<file path="src/rtl/isa_track_pkg.sv">
// Shared types and helpers for the shadow pipeline tracker.
// Optional build macro: ISA_TRACK_RVC_EN (compressed-instruction aware alignment).
package isa_track_pkg;

  // Widest PC the stage record carries; the top zero-extends narrower PCs into it.
  localparam int PC_W = 64;

  localparam logic [31:0] PC_INIT_DEF  = 32'h0000_0200;
  localparam logic [31:0] NOP_INSN_DEF = 32'h0000_0013;

  typedef struct packed {
    logic [PC_W-1:0] pc;
    logic [31:0]     insn;
    logic            bubble;
  } stage_t;

  // Fetch PC alignment: halfword when compressed instructions exist, word otherwise.
  function automatic logic [PC_W-1:0] pc_align(input logic [PC_W-1:0] pc);
`ifdef ISA_TRACK_RVC_EN
    return pc & ~(PC_W'(1));
`else
    return pc & ~(PC_W'(3));
`endif
  endfunction

  // Compressed encodings only occupy the low halfword; clear the rest so the
  // stored word does not depend on whatever followed it in the fetch buffer.
  function automatic logic [31:0] insn_fix(input logic [31:0] insn);
`ifdef ISA_TRACK_RVC_EN
    if (insn[1:0] != 2'b11) begin
      return {16'h0000, insn[15:0]};
    end
`endif
    return insn;
  endfunction

endpackage

</file>
<file path="src/rtl/isa_track_stage.sv">
// One tracked pipeline stage: flush beats stall, and an upstream stall
// turns this stage into a bubble instead of letting stale data advance.
module isa_track_stage
  import isa_track_pkg::*;
#(
  parameter logic [PC_W-1:0] PC_RST   = PC_W'(PC_INIT_DEF),
  parameter logic [31:0]     INSN_RST = NOP_INSN_DEF
) (
  input  logic   clk,
  input  logic   rst_n,
  input  stage_t src,
  input  logic   flush,
  input  logic   stall,
  input  logic   up_stall,
  output stage_t q
);

  // Stage register: flush > stall(hold) > upstream stall(bubble) > load
  always_ff @(posedge clk or negedge rst_n) begin
    if (!rst_n) begin
      q.pc     <= PC_RST;
      q.insn   <= INSN_RST;
      q.bubble <= 1'b1;
    end else if (flush) begin
      q.bubble <= 1'b1;
    end else if (!stall) begin
      if (up_stall) begin
        q.bubble <= 1'b1;
      end else begin
        q <= src;
      end
    end
  end

endmodule

</file>
<file path="src/rtl/isa_pipe_tracker.sv">
// Shadow pipeline / register-file tracker bound beside the RV12 core.
// Mirrors IF through STAGES stages under external stall/flush control,
// reports retirements and keeps a shadow register file with a sticky
// mismatch flag. Optional build macro: ISA_TRACK_RVC_EN.
// XLEN is limited to 64 by the stage record width.
module isa_pipe_tracker
  import isa_track_pkg::*;
#(
  parameter int                XLEN     = 32,
  parameter int                STAGES   = 5,
  parameter logic [XLEN-1:0]   PC_INIT  = XLEN'(PC_INIT_DEF),
  parameter logic [31:0]       NOP_INSN = NOP_INSN_DEF,
  parameter int                RF_REGS  = 32,
  parameter int                CNT_W    = 64,
  localparam int               RIDX     = (RF_REGS > 1) ? $clog2(RF_REGS) : 1
) (
  input  logic                     clk,
  input  logic                     rst_n,
  input  logic [XLEN-1:0]          if_pc_i,
  input  logic [31:0]              if_insn_i,
  input  logic                     if_bubble_i,
  input  logic [STAGES-1:0]        stall_i,
  input  logic [STAGES-1:0]        flush_i,
  output logic [STAGES*XLEN-1:0]   st_pc_o,
  output logic [STAGES*32-1:0]     st_insn_o,
  output logic [STAGES-1:0]        st_bubble_o,
  output logic                     retire_valid_o,
  output logic [XLEN-1:0]          retire_pc_o,
  output logic [31:0]              retire_insn_o,
  output logic [CNT_W-1:0]         retire_cnt_o,
  input  logic                     wb_we_i,
  input  logic [RIDX-1:0]          wb_dst_i,
  input  logic [XLEN-1:0]          wb_value_i,
  input  logic [RIDX-1:0]          cmp_idx_i,
  input  logic [XLEN-1:0]          cmp_val_i,
  output logic                     rf_mismatch_o
);

  localparam logic [PC_W-1:0] PC_INIT_EXT = PC_W'(PC_INIT);

  stage_t src0;
  stage_t q [STAGES];

  // IF boundary: align the fetch PC and normalise the instruction word
  always_comb begin
    src0        = '0;
    src0.pc     = pc_align(PC_W'(if_pc_i));
    src0.insn   = insn_fix(if_insn_i);
    src0.bubble = if_bubble_i;
  end

  for (genvar k = 0; k < STAGES; k++) begin : g_stage
    stage_t src;
    logic   up_stall;

    if (k == 0) begin : g_head
      assign src      = src0;
      assign up_stall = 1'b0;
    end else begin : g_body
      assign src      = q[k-1];
      assign up_stall = stall_i[k-1];
    end

    isa_track_stage #(
      .PC_RST   (PC_INIT_EXT),
      .INSN_RST (NOP_INSN)
    ) u_stage (
      .clk      (clk),
      .rst_n    (rst_n),
      .src      (src),
      .flush    (flush_i[k]),
      .stall    (stall_i[k]),
      .up_stall (up_stall),
      .q        (q[k])
    );

    assign st_pc_o[k*XLEN +: XLEN] = q[k].pc[XLEN-1:0];
    assign st_insn_o[k*32 +: 32]   = q[k].insn;
    assign st_bubble_o[k]          = q[k].bubble;

    // Upper PC bits are always zero here; they exist only to fit the shared record.
    if (XLEN < PC_W) begin : g_hi
      logic unused_pc_hi;
      assign unused_pc_hi = ^q[k].pc[PC_W-1:XLEN];
    end
  end

  // Retirement: the last stage leaves the pipe only when it is neither held nor killed.
  assign retire_valid_o = ~q[STAGES-1].bubble & ~stall_i[STAGES-1] & ~flush_i[STAGES-1];
  assign retire_pc_o    = q[STAGES-1].pc[XLEN-1:0];
  assign retire_insn_o  = q[STAGES-1].insn;

  logic [CNT_W-1:0] retire_cnt_q;

  // Retired-instruction counter, wraps naturally at 2^CNT_W
  always_ff @(posedge clk or negedge rst_n) begin
    if (!rst_n) begin
      retire_cnt_q <= '0;
    end else if (retire_valid_o) begin
      retire_cnt_q <= retire_cnt_q + CNT_W'(1);
    end
  end

  assign retire_cnt_o = retire_cnt_q;

  logic [XLEN-1:0] rf [RF_REGS];
  logic [XLEN-1:0] rf_rd;
  logic            rf_wr;
  logic            mismatch_q;

  // x0 and out-of-range indices are never written, so x0 keeps its reset zero.
  assign rf_wr = wb_we_i && (wb_dst_i != '0) && (int'(wb_dst_i) < RF_REGS);

  // Shadow register file write port
  always_ff @(posedge clk or negedge rst_n) begin
    if (!rst_n) begin
      for (int i = 0; i < RF_REGS; i++) begin
        rf[i] <= '0;
      end
    end else if (rf_wr) begin
      rf[wb_dst_i] <= wb_value_i;
    end
  end

  // Compare read port sees the pre-edge contents, matching the core's own file.
  always_comb begin
    rf_rd = '0;
    if (int'(cmp_idx_i) < RF_REGS) begin
      rf_rd = rf[cmp_idx_i];
    end
  end

  // Sticky registered mismatch flag, cleared only by reset
  always_ff @(posedge clk or negedge rst_n) begin
    if (!rst_n) begin
      mismatch_q <= 1'b0;
    end else if (rf_rd != cmp_val_i) begin
      mismatch_q <= 1'b1;
    end
  end

  assign rf_mismatch_o = mismatch_q;

endmodule

</file>
<file path="config.mk">
export PLATFORM = sky130hd
export DESIGN_NAME = isa_pipe_tracker
export DESIGN_NICKNAME = d
export VERILOG_FILES = /design/src/rtl/isa_track_pkg.sv /design/src/rtl/isa_track_stage.sv /design/src/rtl/isa_pipe_tracker.sv
export SDC_FILE = /design/constraint.sdc
export NUM_CORES = 2
export LEC_CHECK = 0
export CORE_MARGIN = 4
export CORE_UTILIZATION = 40
export DETAILED_ROUTE_END_ITERATION = 6
export SETUP_SLACK_MARGIN = 0.05
export SYNTH_ARGS = -nofsm -noshare
export SYNTH_HDL_FRONTEND = slang
export SYNTH_SLANG_ARGS = --single-unit
</file>
<file path="constraint.sdc">
create_clock -name clk -period 3 [get_ports clk]
set_input_delay 0.45 -clock clk [delete_from_list [all_inputs] [get_ports clk]]
set_output_delay 0.45 -clock clk [all_outputs]
set_load 0.02 [all_outputs]
</file>
# == Word-level counts from Yosys, hierarchy flattened ==
# Cells that the tools add are included.
# totals
memories,0
word_cells,102
ramBits,0
register_bits,1404
latch_bits,0
output_inout_bits,455
rom_bits,0
# classes
n_bitwise,15
order_cmp,3
n_shift,0
addsub,1
eq_ne,6
n_div,0
multipliers,0
n_reduce_logical,8
mux,20
# ops
cell,count
1024-bit bitwise mux,1
32-bit binary-select mux with 5-bit select,1
32-bit demux with 5-bit select,1
32-bit two-way mux,3
"64-bit by 1-bit adder with 64-bit output, second input constant",1
32-bit != test,1
1-bit two-way mux,14
"6-bit greater-or-equal comparator, second input constant",2
5-bit inverter with 6-bit output,2
3-bit AND reduction,4
1-bit inverter,11
"2-bit by 1-bit != test with 1-bit output, second input constant",5
"6-bit by 1-bit less-than comparator with 1-bit output, second input constant",1
5-bit nonzero test,1
1-bit AND,2
1-bit logical AND,2
2-bit AND reduction,1

# == Longest topological paths before layout ==
# depth
ltp_word,6
depth_mapped,13
depth_no_buf,8

# == Modules after synthesis ==
# From an unflattened synthesis, not the netlist that was laid out.
# hier_totals
hier_cells,4483
hier_area_um2,68111.6
# modules_own_cells
mod,seq_area_each_um2,cells_each,instances,area_per_inst_um2
isa_pipe_tracker,27251.1,3448,1,50006.7
isa_track_stage,2433.6,207,5,3621.0

# == Worst setup path before layout ==
# Ideal clock, no wire load.
# synth_timing
kind,input to register
startpoint,in cmp_idx_i[1]
endpoint,reg mismatch_q (netlist: rf_mismatch_o)
path_buffers,5
t_arrival_ns,2.768
stages,12
path_slack_ns,0.085
path_cell_list,buf_2 -> buf_4 -> buf_2 -> buf_2 -> buf_2 -> mux4_2 -> a22oi_1 -> o21ai_0 -> xnor2_1 -> nand2_1 -> a2111oi_0 -> nand4_1
# synth_between
elab_chain_len,5
# synth_rtl
element,line_no,rtl
from (decl),isa_pipe_tracker.sv:34,"input logic [RIDX-1:0] cmp_idx_i,"
5-bit inverter with 6-bit output (not written as such),isa_pipe_tracker.sv:129,rf_rd = rf[cmp_idx_i];
32-bit binary-select mux with 5-bit select,isa_pipe_tracker.sv:129,
32-bit two-way mux (not written as such) (2 in a row),isa_pipe_tracker.sv:129,
32-bit != test,isa_pipe_tracker.sv:137,end else if (rf_rd != cmp_val_i) begin
to (signal assigned),isa_pipe_tracker.sv:136,mismatch_q <= 1'b0;
to (signal assigned),isa_pipe_tracker.sv:138,mismatch_q <= 1'b1;
to (decl),isa_pipe_tracker.sv:109,logic mismatch_q;
# Every way passes these cells. The select of a mux whose other input is x is not followed.
# A chain may end at the register's enable or synchronous reset.

# == Worst setup path after layout ==
# layout_timing
startpoint,reg rf[530] (netlist name)
endpoint,reg mismatch_q (netlist: rf_mismatch_o)
# layout_between
elab_chain_len,4
# layout_rtl
element,line_no,rtl
from (decl),isa_pipe_tracker.sv:106,logic [XLEN-1:0] rf [RF_REGS];
"from (signal, indexed assignment)",isa_pipe_tracker.sv:121,rf[wb_dst_i] <= wb_value_i;
32-bit binary-select mux with 5-bit select,isa_pipe_tracker.sv:129,
32-bit two-way mux (not written as such) (2 in a row),isa_pipe_tracker.sv:129,
32-bit != test,isa_pipe_tracker.sv:137,
# Every way passes these cells. The select of a mux whose other input is x is not followed.

==> reports/results.ini <==
[finish]
post-route-cell-area_um2=77200
area_delta_synth_final_pct=25.5
finalNonFillerCells=6777
fin_util_pct=50.7
area.sequential_um2=35200
finish.net_count=4763
multiInputGateArea_um2=24500
drive_gt1_share_pct=46.4
fill_cells=12911

[worst_hold_path]
worst_hold_path.endpoint=g_stage[0].u_stage.q[28]$_DFFE_PN0P_
hold_path_depth=2
min-delay-path-class=input port to flop
hp-start=if_insn_i[27]

[power_and_ir_drop]
power_density_nw_per_um2=796
post-layout-total-power_mw=61.4
intPower_mw=42.9
power.switching_fraction_pct=30.1
power_frac_clock_pct=32.2
p_seq_share_pct=42.8
power_leakage_nw=33.8
combinationalPowerShare_pct=25.1
vdd_ir_drop_max_mv=0.735
p_switching_mw=18.5

[die]
start_util_pct=40.4
fp.dieArea_um2=160000
floorplan_die_width_um=400
std_cell_rows=143
die_h_um=400
ios=607
core_area_um2=152000

[detailed_routing]
detailed_route_via_count=37284
drc_errors=0
wirelength_met1_um=86000
drt-pass1-iter-count=7
vias_per_cell=5.50
dr.first_iter.drc_count=2487
routed_wirelength_um=198000
top_layer=met5
met2_length_um=96700
met3_length_um=10900
routed_wire_length_per_instance_um=29.3
route.antenna.remaining_nets=0

[critical_path]
r2r_start=rf[530]$_DFFE_PN0P_
worst_setup_path_start_kind=flop
critPathArrivalTime_ns=3.63
cp_max_fo=2
ff2ff_setup_slack_ns=0.01
type_of_the_setup_path_with_the_least_slack=flop to flop
ff2ff_path_depth=9
critical_path.reg2reg.endpoint=rf_mismatch_o$_DFFE_PN0P_
endpoint_kind=flop
worstPathRequired_ns=3.64

[sta]
highest_achievable_clock_rate_mhz=335
timing_max_transition_violations_final=0
fin_crit_ns=2.99
worst_case_headroom_to_the_max_slew_limit_pct=22.6
setup_viol=0
fin_skew_ns=0.0388
finalHoldViolations=0
pnr_worst_setup_slack_ns=0.0135
setup-tns-final_ns=0
final.period_utilization_pct=99.5
rsz0062_at_grt=true
worst_pin_slew_ns=1.16
final.hold.worst_slack_ns=0.240

[cts]
htree_levels=4
cts_tree=done
clk-insertion-delay-late_ns=0.80
clock_path_buffers=3
cts_setup_buffers=0
clock_pin_slew_on_the_worst_setup_and_hold_paths_ns=0.06
cts_root_buf=sky130_fd_sc_hd__clkbuf_16
cts_num_sinks=1404
tritoncts.num_buffers=158

[grt]
globalRouteTotalUtil_pct=25.0
wire_length_of_the_first_global_routing_pass_um=290000
grt_antenna_before_repair=14
number_of_global_route_vias_before_repair=39263
globalRoute.totalOverflow=0
largest_net_degree_at_the_start_of_global_routing=104

[logic_synthesis]
post_synth_inst_count=3950
synth.avg_cell_area_um2=15.6
ys_async_rst_share_pct=100
synth.largest_area_cell=sky130_fd_sc_hd__dfrtp_1
yosysWarnings=0
synth_top_flop_cell=sky130_fd_sc_hd__dfrtp_1
post_synth_main_area_contributors=sky130_fd_sc_hd__dfrtp_1, sky130_fd_sc_hd__mux2_2, sky130_fd_sc_hd__mux4_2
synth.ff_latch_count=1404
synth_cell_type_count=57
yosysTopAreaCellShare_pct=56.1
synth_sequential_area_ratio_pct=57.2
synth-edff-count=0
syn_area_um2=61500

[placed_design]
pre_cts_slack_ns=-0.611
dpl_cell_area_um2=71700
finalWeightedCongestion=0.858
placedCellCount=6479
numPortBuffers=592
place_hpwl_um=132000

[job]
maxCapViolCount=0

[run_status]
run_status=complete, no violations

[sequential cells by signal (all words and copies together), names as in the netlist]
signal and cells:
rf_mismatch_o 1, rf 1024, retire_cnt_o 64, g_stage.u_stage.q 315
[how the worst max path moves through the flow]
stage                                    from                         to  slack, ns  cells past startpoint
after detailed placement         cmp_idx_i[0]  rf_mismatch_o$_DFFE_PN0P_      -0.61                     13
after global placement           cmp_idx_i[0]  rf_mismatch_o$_DFFE_PN0P_      -0.68                     13
after CTS                 rf[530]$_DFFE_PN0P_  rf_mismatch_o$_DFFE_PN0P_      -0.01                      9
after global routing      rf[530]$_DFFE_PN0P_  rf_mismatch_o$_DFFE_PN0P_      -0.07                      9
final                     rf[530]$_DFFE_PN0P_  rf_mismatch_o$_DFFE_PN0P_       0.01                      9
after floorplan                  cmp_idx_i[1]  rf_mismatch_o$_DFFE_PN0P_       0.08                     12
[logic make-up after synthesis]
family / synth area share, %
compound gates: 1.28
xor+xnor: 1.35
fa+ha+maj: 0.0204
buf+inv: 3.30
flops: 57.2
mux: 34.7
other cells: 0.00610
simple gates: 2.16
[worst max-delay path, stage by stage, from the launching register on]
cell and delay, ns:
sky130_fd_sc_hd__dfrtp_1 0.38, sky130_fd_sc_hd__mux4_2 0.47, sky130_fd_sc_hd__mux4_2 0.51, sky130_fd_sc_hd__mux2i_1 0.19, sky130_fd_sc_hd__xor2_1 0.19, sky130_fd_sc_hd__buf_4 0.18, sky130_fd_sc_hd__nand4_1 0.25, sky130_fd_sc_hd__nor4_2 0.39
sky130_fd_sc_hd__buf_4 0.17, sky130_fd_sc_hd__nand4_1 0.08
[power by group through the flow]
stage / sequential, mW / combinational [mW] / clock, mW
CTS: 26.3 / 15.6 / 20.2
global placement: 26.4 / 15.3 / 0
detailed placement: 26.5 / 15.5 / 0
floorplan: 27.2 / 7.07 / 0
global route: 26.7 / 16.2 / 21.0
finish: 26.2 / 15.4 / 19.8
[layout by cell type, fill, tap and decap left out, types with 54 or more instances in the layout]
cell / netlist / routed
sky130_fd_sc_hd__mux2_2: 1310 / 1310
sky130_fd_sc_hd__xnor2_1: 54 / 54
sky130_fd_sc_hd__dfrtp_1: 1379 / 1379
sky130_fd_sc_hd__nand2_1: 70 / 57
sky130_fd_sc_hd__mux2i_1: 92 / 92
sky130_fd_sc_hd__clkdlybuf4s50_1: 0 / 586
sky130_fd_sc_hd__clkbuf_16: 0 / 158
sky130_fd_sc_hd__buf_4: 89 / 226
sky130_fd_sc_hd__mux4_2: 250 / 250
sky130_fd_sc_hd__buf_12: 0 / 92
[cell type report]
cell class / instances / share of cell area [%]
flip-flops and latches: 1404 / 45.6
multi-input cells: 2132 / 31.8
repair buffers: 908 / 12.3
clock buffers: 244 / 6.09
well taps: 2030 / 3.29
clock inverters: 47 / 0.937
inverters: 6 / 0.0308
diodes: 6 / 0.0195
[repair_timing]
action	in CTS	in global routing
hold endpoints to repair	40	0
hold buffers	1	0
pin swaps	2	0
setup endpoints to repair	1	1
resized for setup	1	0
[Yosys cell counts (18+ instances only)]
cell type                  count
sky130_fd_sc_hd__nand4_1      21
sky130_fd_sc_hd__nand3_1      33
sky130_fd_sc_hd__nand2_1      70
sky130_fd_sc_hd__buf_4        89
sky130_fd_sc_hd__buf_1        60
sky130_fd_sc_hd__nor3_1       18
sky130_fd_sc_hd__a221oi_1     24
sky130_fd_sc_hd__dfstp_2      25
sky130_fd_sc_hd__mux2_2     1310
sky130_fd_sc_hd__buf_2        39
sky130_fd_sc_hd__xor2_1       41
sky130_fd_sc_hd__o22ai_1      26
sky130_fd_sc_hd__clkbuf_1    224
sky130_fd_sc_hd__nor2b_1      21
sky130_fd_sc_hd__xnor2_1      54
sky130_fd_sc_hd__nor2_1       52
sky130_fd_sc_hd__dfrtp_1    1379
sky130_fd_sc_hd__mux4_2      250
sky130_fd_sc_hd__mux2i_1      92
[layer usage]
metal / global-route usage, % / vias to the layer above
met5: 0 / -
met4: 5.95 / 12
met3: 5.46 / 262
met2: 41.2 / 1031
met1: 33.8 / 20307
li1: - / 15672
No activity file was read; power rests on OpenSTA's default activity.
